[config.mk]
export PLATFORM = sky130hd
export DESIGN_NAME = d05200_otp_ctrl
export DESIGN_NICKNAME = d
export VERILOG_FILES = /design/src/rtl/d05200_otp_ctrl.sv
export SDC_FILE = /design/constraint.sdc
export NUM_CORES = 1
export LEC_CHECK = 0
export BUFFER_PORTS_ARGS = -buffer_cell sky130_fd_sc_hd__clkbuf_2
export CELL_PAD_IN_SITES_DETAIL_PLACEMENT = 1
export CELL_PAD_IN_SITES_GLOBAL_PLACEMENT = 1
export CORE_MARGIN = 2
export CORE_UTILIZATION = 40
export DETAILED_ROUTE_END_ITERATION = 10
export PLACE_DENSITY_LB_ADDON = 0.08
export SYNTH_ARGS = -nofsm -noshare
export SYNTH_HDL_FRONTEND = slang
export SYNTH_SLANG_ARGS = --single-unit
[constraint.sdc]
create_clock -name HCLK -period 2.85 [get_ports HCLK]
set_clock_uncertainty 0.15 [all_clocks]
set_input_delay 0 -clock HCLK [delete_from_list [all_inputs] [get_ports HCLK]]
set_output_delay 0 -clock HCLK [all_outputs]
set_load 0.02 [all_outputs]
[src/rtl/d05200_otp_ctrl.sv]
// Sequencer for the 128x8 OTP macro: after reset it loads the trim and config shadows from OTP,
// then serves single-byte host read/program requests. Optional boot checksum: define OTP_CHKSUM_EN.
module d05200_otp_ctrl #(
    parameter int BOOT_BYTES = 4,
    parameter int SETUP_CYC  = 1,
    parameter int RD_CYC     = 3,
    parameter int PRG_CYC    = 200
) (
    input  logic       HCLK,
    input  logic       RESET,
    input  logic       REQ,
    input  logic       WR,
    input  logic [6:0] ADDR,
    input  logic [7:0] WDATA,
    output logic       ACK,
    output logic [7:0] RDATA,
    output logic       BUSY,
    output logic       BOOT_DONE,
    output logic       CHK_ERR,
    output logic [7:0] TRIM_HCFR,
    output logic [3:0] TRIM_LCFR,
    output logic [7:0] CFG0,
    output logic [7:0] CFG1,
    output logic       OTP_CS,
    output logic       OTP_READ,
    output logic       OTP_PROG,
    output logic [6:0] OTP_ADDR,
    output logic [7:0] OTP_DATI,
    input  logic [7:0] OTP_DATO,
    output logic [2:0] dbg_state
);

    // Host handshake: REQ is a level request. WR/ADDR/WDATA are sampled in the IDLE cycle where
    // REQ is seen (BOOT_DONE=1); ACK pulses for one cycle in the last HOLD cycle; a REQ still high
    // back in IDLE starts the next access. REQ is neither served nor acknowledged during boot.

`ifdef OTP_CHKSUM_EN
    localparam int BOOT_READS = BOOT_BYTES + 1;
`else
    localparam int BOOT_READS = BOOT_BYTES;
`endif
    localparam int BW = $clog2(BOOT_READS + 1);

    localparam int MAX_CYC = (PRG_CYC > RD_CYC) ?
                             ((PRG_CYC > SETUP_CYC) ? PRG_CYC : SETUP_CYC) :
                             ((RD_CYC > SETUP_CYC) ? RD_CYC : SETUP_CYC);
    localparam int CW = (MAX_CYC > 1) ? $clog2(MAX_CYC) : 1;

    localparam logic [CW-1:0] SETUP_LAST = CW'(SETUP_CYC - 1);
    localparam logic [CW-1:0] RD_LAST    = CW'(RD_CYC - 1);
    localparam logic [CW-1:0] PRG_LAST   = CW'(PRG_CYC - 1);
    localparam logic [BW-1:0] BOOT_END   = BW'(BOOT_READS);

    typedef enum logic [2:0] {
        BOOT_IDLE = 3'd0,
        IDLE      = 3'd1,
        SETUP     = 3'd2,
        STROBE    = 3'd3,
        HOLD      = 3'd4
    } state_t;

    state_t        state_q, state_d;
    logic [CW-1:0] cnt_q, cnt_d;
    logic [BW-1:0] boot_cnt_q;
    logic          op_host_q;
    logic          op_wr_q;
    logic          cs_q, rd_q, prog_q;
    logic [6:0]    addr_q;
    logic [7:0]    dati_q;
    logic [7:0]    rdata_q;
    logic          boot_done_q;
    logic [7:0]    hcfr_q, cfg0_q, cfg1_q;
    logic [3:0]    lcfr_q;

    logic          start_boot, start_host, capture, hold_end;
    logic [CW-1:0] strobe_last;
    logic          in_access_d;

    assign strobe_last = op_wr_q ? PRG_LAST : RD_LAST;

    always_comb begin
        state_d    = state_q;
        cnt_d      = cnt_q;
        start_boot = 1'b0;
        start_host = 1'b0;
        capture    = 1'b0;
        hold_end   = 1'b0;
        case (state_q)
            BOOT_IDLE: begin
                state_d    = SETUP;
                start_boot = 1'b1;
            end
            IDLE: begin
                // Boot keeps priority until every boot byte has been read.
                if (!boot_done_q) begin
                    state_d    = SETUP;
                    start_boot = 1'b1;
                end else if (REQ) begin
                    state_d    = SETUP;
                    start_host = 1'b1;
                end
            end
            SETUP: begin
                if (cnt_q == SETUP_LAST) begin
                    state_d = STROBE;
                    cnt_d   = '0;
                end else begin
                    cnt_d = cnt_q + 1'b1;
                end
            end
            STROBE: begin
                if (cnt_q == strobe_last) begin
                    state_d = HOLD;
                    cnt_d   = '0;
                    capture = !op_wr_q;
                end else begin
                    cnt_d = cnt_q + 1'b1;
                end
            end
            HOLD: begin
                if (cnt_q == SETUP_LAST) begin
                    state_d  = IDLE;
                    cnt_d    = '0;
                    hold_end = 1'b1;
                end else begin
                    cnt_d = cnt_q + 1'b1;
                end
            end
            default: begin
                state_d = BOOT_IDLE;
                cnt_d   = '0;
            end
        endcase
    end

    // Macro strobes come straight from flops so the OTP never sees decode glitches.
    assign in_access_d = (state_d == SETUP) || (state_d == STROBE) || (state_d == HOLD);

`ifdef OTP_CHKSUM_EN
    logic [7:0] sum_q;
    logic       chk_err_q;
    assign CHK_ERR = chk_err_q;
`else
    assign CHK_ERR = 1'b0;
`endif

    always_ff @(posedge HCLK or posedge RESET) begin
        if (RESET) begin
            state_q     <= BOOT_IDLE;
            cnt_q       <= '0;
            boot_cnt_q  <= '0;
            op_host_q   <= 1'b0;
            op_wr_q     <= 1'b0;
            cs_q        <= 1'b0;
            rd_q        <= 1'b0;
            prog_q      <= 1'b0;
            addr_q      <= 7'h00;
            dati_q      <= 8'h00;
            rdata_q     <= 8'h00;
            boot_done_q <= 1'b0;
            hcfr_q      <= 8'h80;
            lcfr_q      <= 4'h8;
            cfg0_q      <= 8'h00;
            cfg1_q      <= 8'h00;
`ifdef OTP_CHKSUM_EN
            sum_q       <= 8'h00;
            chk_err_q   <= 1'b0;
`endif
        end else begin
            state_q <= state_d;
            cnt_q   <= cnt_d;
            cs_q    <= in_access_d;
            rd_q    <= (state_d == STROBE) && !op_wr_q;
            prog_q  <= (state_d == STROBE) && op_wr_q;

            if (start_boot) begin
                op_host_q <= 1'b0;
                op_wr_q   <= 1'b0;
                addr_q    <= 7'(boot_cnt_q);
                dati_q    <= 8'h00;
            end
            if (start_host) begin
                op_host_q <= 1'b1;
                op_wr_q   <= WR;
                addr_q    <= ADDR;
                dati_q    <= WDATA;
            end

            if (capture && op_host_q) begin
                rdata_q <= OTP_DATO;
            end

            if (capture && !op_host_q) begin
                if (boot_cnt_q != BOOT_END) begin
                    boot_cnt_q <= boot_cnt_q + 1'b1;
                end
                // Boot bytes past the fourth (and the checksum byte) are read but not stored.
                if (int'(boot_cnt_q) < BOOT_BYTES) begin
                    case (int'(boot_cnt_q))
                        0:       hcfr_q <= OTP_DATO;
                        1:       lcfr_q <= OTP_DATO[3:0];
                        2:       cfg0_q <= OTP_DATO;
                        3:       cfg1_q <= OTP_DATO;
                        default: ;
                    endcase
                end
`ifdef OTP_CHKSUM_EN
                sum_q <= sum_q + OTP_DATO;
`endif
            end

            if (hold_end && !op_host_q && (boot_cnt_q == BOOT_END)) begin
                boot_done_q <= 1'b1;
`ifdef OTP_CHKSUM_EN
                // A bad image must not reach the oscillators: fall back to mid-scale trims.
                if (sum_q != 8'hFF) begin
                    chk_err_q <= 1'b1;
                    hcfr_q    <= 8'h80;
                    lcfr_q    <= 4'h8;
                    cfg0_q    <= 8'h00;
                    cfg1_q    <= 8'h00;
                end
`endif
            end
        end
    end

    assign ACK       = (state_q == HOLD) && (cnt_q == SETUP_LAST) && op_host_q;
    // Combinational so BUSY already covers the IDLE cycle in which a request is latched.
    assign BUSY      = !RESET && ((state_q != IDLE) || !boot_done_q || REQ);
    assign RDATA     = rdata_q;
    assign BOOT_DONE = boot_done_q;
    assign TRIM_HCFR = hcfr_q;
    assign TRIM_LCFR = lcfr_q;
    assign CFG0      = cfg0_q;
    assign CFG1      = cfg1_q;
    assign OTP_CS    = cs_q;
    assign OTP_READ  = rd_q;
    assign OTP_PROG  = prog_q;
    assign OTP_ADDR  = addr_q;
    assign OTP_DATI  = dati_q;
    assign dbg_state = state_q;

endmodule

==> flow_metrics.tcl, run 1 <==
set metrics [dict create \
    status "finished clean" \
    grtUsageTotal 0.189 \
    hp-class "in -> async" \
    grt_max_degree 37 \
    start_util 0.406 \
    relSlewSlack 0.467 \
    num_vias 2436 \
    syn_area_um2 3090 \
    cts_buffer_depth 2 \
    nets 422 \
    drc_errors 0 \
    finalSetupViolCount 0 \
    syn-mean-instance-area_um2 11.4 \
    first_global_vias 2600 \
    setup_ws_ns 0.388 \
    hpwl_um 5150 \
    core-area_um2 7610 \
    syn_to_final_growth_pct 33.7 \
    fmax_mhz 406 \
    place_ws_ns 0.434 \
    path_class "reg -> reg" \
    final_cell_mix "clkbuf_2, dfrtp_1, nand2_1" \
    cts_made_buffers 9 \
    irDropWorstVdd_v 0.000482 \
    drive_gt1_frac 0.384 \
    dieArea_um2 8440 \
    clk_pin_slew_worst_paths_ns 0.08 \
    hold_viol 0 \
    rsz0062_at_grt "false" \
    power_density_nw_per_um2 1020 \
    die-height_um 91.9 \
    worstPathArrival_ns 2.54 \
    drt-pass1-iter-count 4 \
    leakage_nw 2.08 \
    viasPerCell 4.92 \
    grt_pass1_wl_um 12500 \
    fp-row-count 32 \
    worst_pin_slew_ns 0.798 \
    grt_remaining_overflow 0 \
    cp_max_fo 13 \
    chipWidth_um 91.9 \
    cts_max_level 3 \
    drt_iter0_drc 49 \
    cts_root_buf "clkbuf_8" \
    cts_sinks 71 \
    diodes 0 \
    slew_violations 0 \
    ys_warn_count 0 \
    netlist-cell-type-count 39 \
    final.period_utilization 0.864 \
    antenna_left 0 \
    power_mw 4.22 \
    final_common_cell "clkbuf_2" \
    cp_data_required_time_ns 2.93 \
    ys_ff_latch 71 \
    clkLatencyLatePin_ns 0.34 \
    fin_crit_ns 2.46 \
    cap_violations 0 \
    totalWireLength_um 7400 \
    io_buffers 86 \
    synthesis.instances 271 \
    worst_setup_path_end_kind "register" \
    gp_congestion 0.765 \
    antenna_found_initial 0 \
    ctsResizeCount 0 \
    ys_seq_area_frac 0.576 \
    syn_nets 305 \
    ioPinCount 88 \
    tns_ns 0 \
    cts_tree "built" \
    rr_worst_depth 7 \
    worst_setup_path_start_kind "register" \
    wl_per_cell_um 15.0 \
]
==> repair_timing <==
item                      CTS  global route
hold buffers               26             0
buffers inserted            0             0
hold endpoints to repair   89             0
==> cells in the mapped netlist <==
| library cell | n | area (µm²) |
|---|---|---|
| nor2_1 | 14 | 52.6 |
| o221ai_1 | 1 | 8.76 |
| a41o_1 | 1 | 10.0 |
| dfrtp_1 | 69 | 1730 |
| conb_1 | 1 | 3.75 |
| o31a_1 | 1 | 8.76 |
| o31ai_1 | 1 | 7.51 |
| a211o_1 | 4 | 35.0 |
| a21o_1 | 1 | 7.51 |
| buf_4 | 1 | 7.51 |
| o21ai_0 | 6 | 30.0 |
| nor3_1 | 9 | 45.0 |
| o211ai_1 | 2 | 15.0 |
| and2_1 | 2 | 12.5 |
| o2bb2ai_4 | 1 | 27.5 |
| buf_6 | 1 | 11.3 |
| nand2_1 | 48 | 180 |
| and3_1 | 3 | 18.8 |
| ha_1 | 7 | 87.6 |
| a21oi_1 | 4 | 20.0 |
| inv_1 | 9 | 33.8 |
| nand2b_1 | 1 | 6.26 |
| nor2b_1 | 2 | 12.5 |
| o2bb2ai_1 | 1 | 8.76 |
| nand3_1 | 17 | 85.1 |
| or4b_1 | 1 | 10.0 |
| clkbuf_1 | 7 | 26.3 |
| mux2_2 | 37 | 417 |
| xnor2_1 | 1 | 8.76 |
| buf_1 | 1 | 3.75 |
| and4_1 | 1 | 8.76 |
| nand4_1 | 2 | 12.5 |
| nor4_1 | 1 | 6.26 |
| or3_1 | 3 | 18.8 |
| or2_2 | 4 | 25.0 |
| o21a_1 | 1 | 7.51 |
| o211a_1 | 2 | 20.0 |
| and4b_1 | 1 | 10.0 |
| dfstp_2 | 2 | 52.6 |
==> flip-flops by register name, indices dropped and copies added (netlist names), 3 cells and up <==
name	flops
OTP_DATI	8
cnt_q	8
CFG1	8
OTP_ADDR	7
RDATA	8
dbg_state	3
TRIM_HCFR	8
CFG0	8
TRIM_LCFR	4
boot_cnt_q	3
==> cell families (layout without fill, tap and decap cells) <==
logic type / count (synthesis) / count (layout) / synth area share
compound gates: 26 / 26 / 0.0668
xor+xnor: 1 / 1 / 0.00284
fa+ha+maj: 7 / 7 / 0.0284
buf+inv: 19 / 141 / 0.0267
flops: 71 / 71 / 0.576
mux: 37 / 37 / 0.135
other cells: 1 / 1 / 0.00121
simple gates: 109 / 109 / 0.163
==> metrics by stage <==
stage,util,hold WS [ns],cells,instance area [µm²]
2_1_floorplan,-,-0.0702,271,3090
5_1_grt,0.543,0.244,495,4130
6_report,0.543,0.217,495,4130
3_3_place_gp,0.479,0.0353,453,3640
3_5_place_dp,0.479,0.0487,453,3640
4_1_cts,0.543,0.214,495,4130
==> critical path, cell delays in order, from the launching register on <==
cell and delay [ns]:
dfrtp_1 0.46, inv_1 0.09, ha_1 0.13, or4b_1 0.49
o31a_1 0.32, o2bb2ai_4 0.34, nor3_1 0.09, a211o_1 0.28
==> layout make-up <==
class | count | area [µm²]
Inverter | 9 | 33.8
Sequential cell | 71 | 1780
Fill cell | 859 | 3480
Multi-Input combinational cell | 181 | 1230
Timing Repair Buffer | 116 | 733
Clock inverter | 7 | 104
Clock buffer | 9 | 124
Tap cell | 102 | 128
==> power by group <==
| group | internal [mW] | total [mW] | switching (mW) |
|---|---|---|---|
| clock network | 0.503 | 0.915 | 0.412 |
| registers | 1.38 | 1.66 | 0.274 |
| logic | 0.674 | 1.64 | 0.969 |
| total | 2.56 | 4.22 | 1.66 |
==> worst paths after layout <==
kind | start | end | slack (ns)
max in group asynchronous | RESET | TRIM_LCFR[3] | 1.62
min in group HCLK | WDATA[0] | OTP_DATI[0] | 0.23
min | RESET | OTP_DATI[3] | 0.22
min reg2reg | OTP_DATI[6] | OTP_DATI[6] | 0.35
max | cnt_q[0] | cnt_q[5] | 0.39
max reg2reg | cnt_q[0] | cnt_q[5] | 0.39
==> layer usage <==
layer / GRT usage / share of wire
met5: 0 / 0
met4: 0.0746 / 0.015
met3: 0.0345 / 0.035
met2: 0.328 / 0.51
met1: 0.233 / 0.43
Power figures use the tool's default switching activity.
==> run 2: changes to the inputs <==
Settings changed: BUFFER_PORTS_ARGS -buffer_cell sky130_fd_sc_hd__clkbuf_2 to -buffer_cell sky130_fd_sc_hd__buf_2.
==> run 2 against run 1 <==
  * First-iteration DRC count shrank 6.1%
  * Cell count grew 0.61%
  * Die area is the same
  * Flip-flop and latch count is the same
  * Via count grew 2.3%
  * Sequential share of layout area is the same
  * Worst hold slack lost 0.0046 ns
  * Register-to-register slack lost 0.03 ns
  * Global-route usage grew 0.78 points
  * Count of clock-buffer cells in the layout grew 1
  * Non-clock buffer count grew 3
  * Largest cell class unchanged
  * Highest routed layer unchanged
==> flow_metrics.tcl, run 2 (same netlist as run 1, synthesis figures left out) <==
set metrics [dict create \
    rr_worst_depth 7 \
    viasPerCell 5.00 \
    diodes 0 \
    fin_crit_ns 2.49 \
    cts_sinks 71 \
    drc_errors 0 \
    power_density_nw_per_um2 1010 \
    start_util 0.406 \
    irDropWorstVdd_v 0.000487 \
    cts_tree "built" \
    relSlewSlack 0.468 \
    drt-pass1-iter-count 4 \
    finalNonFillerCells 498 \
    dp.cells 456 \
    slew_violations 0 \
    chipWidth_um 91.9 \
    first_global_vias 2632 \
    grt_max_degree 38 \
    finalSetupViolCount 0 \
    final_common_cell "buf_2" \
    grt_remaining_overflow 0 \
    worst_pin_slew_ns 0.797 \
    cp_max_fo 13 \
    use_met3 0.0329 \
    busiest_layer "met2" \
    ioPinCount 88 \
    cts_max_level 3 \
    leakage_nw 2.08 \
    final_area_um2 4130 \
    dieArea_um2 8440 \
    nets 425 \
    crit_path_start "cnt_q[0]" \
    rrSetupSlack_ns 0.36 \
    grt_pass1_wl_um 13100 \
    fp-row-count 32 \
    whs_ns 0.213 \
    tns_ns 0 \
    grt_use_met1 0.259 \
    ctsResizeCount 0 \
    num_vias 2491 \
    antenna_found_initial 0 \
    utilization 0.543 \
    status "finished clean" \
    grtUsageTotal 0.197 \
    rsz0062_at_grt "false" \
    path_class "reg -> reg" \
    drive_gt1_frac 0.389 \
    cts_buffer_depth 2 \
    worst_setup_path_end_kind "register" \
    antenna_left 0 \
    totalWireLength_um 7760 \
    met2_usage 0.332 \
    hp-class "in -> async" \
    r2r_end "cnt_q[4]" \
    endpoint "cnt_q[4]" \
    cap_violations 0 \
    drt_iter0_drc 46 \
    postPlaceCellArea_um2 3660 \
    worst_setup_path_start_kind "register" \
    wl_per_cell_um 15.6 \
    final.period_utilization 0.874 \
    r2r_start "cnt_q[0]" \
    worstPathArrival_ns 2.57 \
    io_buffers 86 \
    cp_data_required_time_ns 2.93 \
    final.fill_count 881 \
    gp_congestion 0.773 \
    hold_viol 0 \
    final_cell_mix "buf_2, dfrtp_1, nand2_1" \
    cts_root_buf "clkbuf_8" \
    fmax_mhz 402 \
    die-height_um 91.9 \
    syn_to_final_growth_pct 33.7 \
    clk_pin_slew_worst_paths_ns 0.08 \
    cts_made_buffers 9 \
    hpwl_um 5320 \
    core-area_um2 7610 \
    clkLatencyLatePin_ns 0.34 \
]
==> run 2: cell types whose count changed in the layout (fill, tap and decap cells not counted), sizes merged <==
cell,previous run,this run
clkinv,3,2
clkbuf,95,10
buf,4,93
inv,11,10
clkinvlp,0,2
bufinv,2,1
==> run 2: layout make-up <==
cell class | instances | area, µm² | share of cell area
tap | 102 | 128 | 0.0309
multi-input combinational | 181 | 1230 | 0.297
clock inverter | 6 | 67.6 | 0.0164
inverter | 9 | 33.8 | 0.00818
clock buffer | 10 | 138 | 0.0333
timing repair buffer | 119 | 756 | 0.183
sequential | 71 | 1780 | 0.431
==> run 2: through the flow <==
step	power (mW)	setup WS, ns
final	4.17	0.360
after global routing	4.45	0.244
after CTS	4.21	0.366
after detailed placement	3.35	0.391
after global placement	3.28	0.493
after floorplan	2.76	0.611
==> run 2: report_power, final <==
part | switching [mW] | total, mW | internal [mW]
registers | 0.249 | 1.63 | 1.38
logic | 1.02 | 1.71 | 0.696
clock network | 0.393 | 0.824 | 0.431
==> run 2: worst min-delay path by stage <==
stage	endpoint	cells after the start
final	OTP_DATI[3]	3
after CTS	OTP_DATI[0]	4
after global placement	OTP_DATI[7]	3
after floorplan	BUSY	1
after global routing	OTP_DATI[0]	4
after detailed placement	OTP_DATI[7]	3
==> run 2: routing by layer <==
layer	up-vias	wire length, µm
li1	1171	-
met1	1251	3380
met2	59	3970
met3	10	318
met4	0	90
met5	-	0
==> run 2: worst max-delay path, cell delays in order, from the launching register on <==
cell and delay (ns):
dfrtp_1 0.47, inv_1 0.09, ha_1 0.15, or4b_1 0.49, o31a_1 0.31, o2bb2ai_4 0.34, nor3_1 0.11, a211o_1 0.28
==> run 2: timing repair <==
action / 4_1_cts / 5_1_grt
buffers inserted: 0 / 0
hold buffers: 26 / 0
hold endpoints to repair: 86 / 0
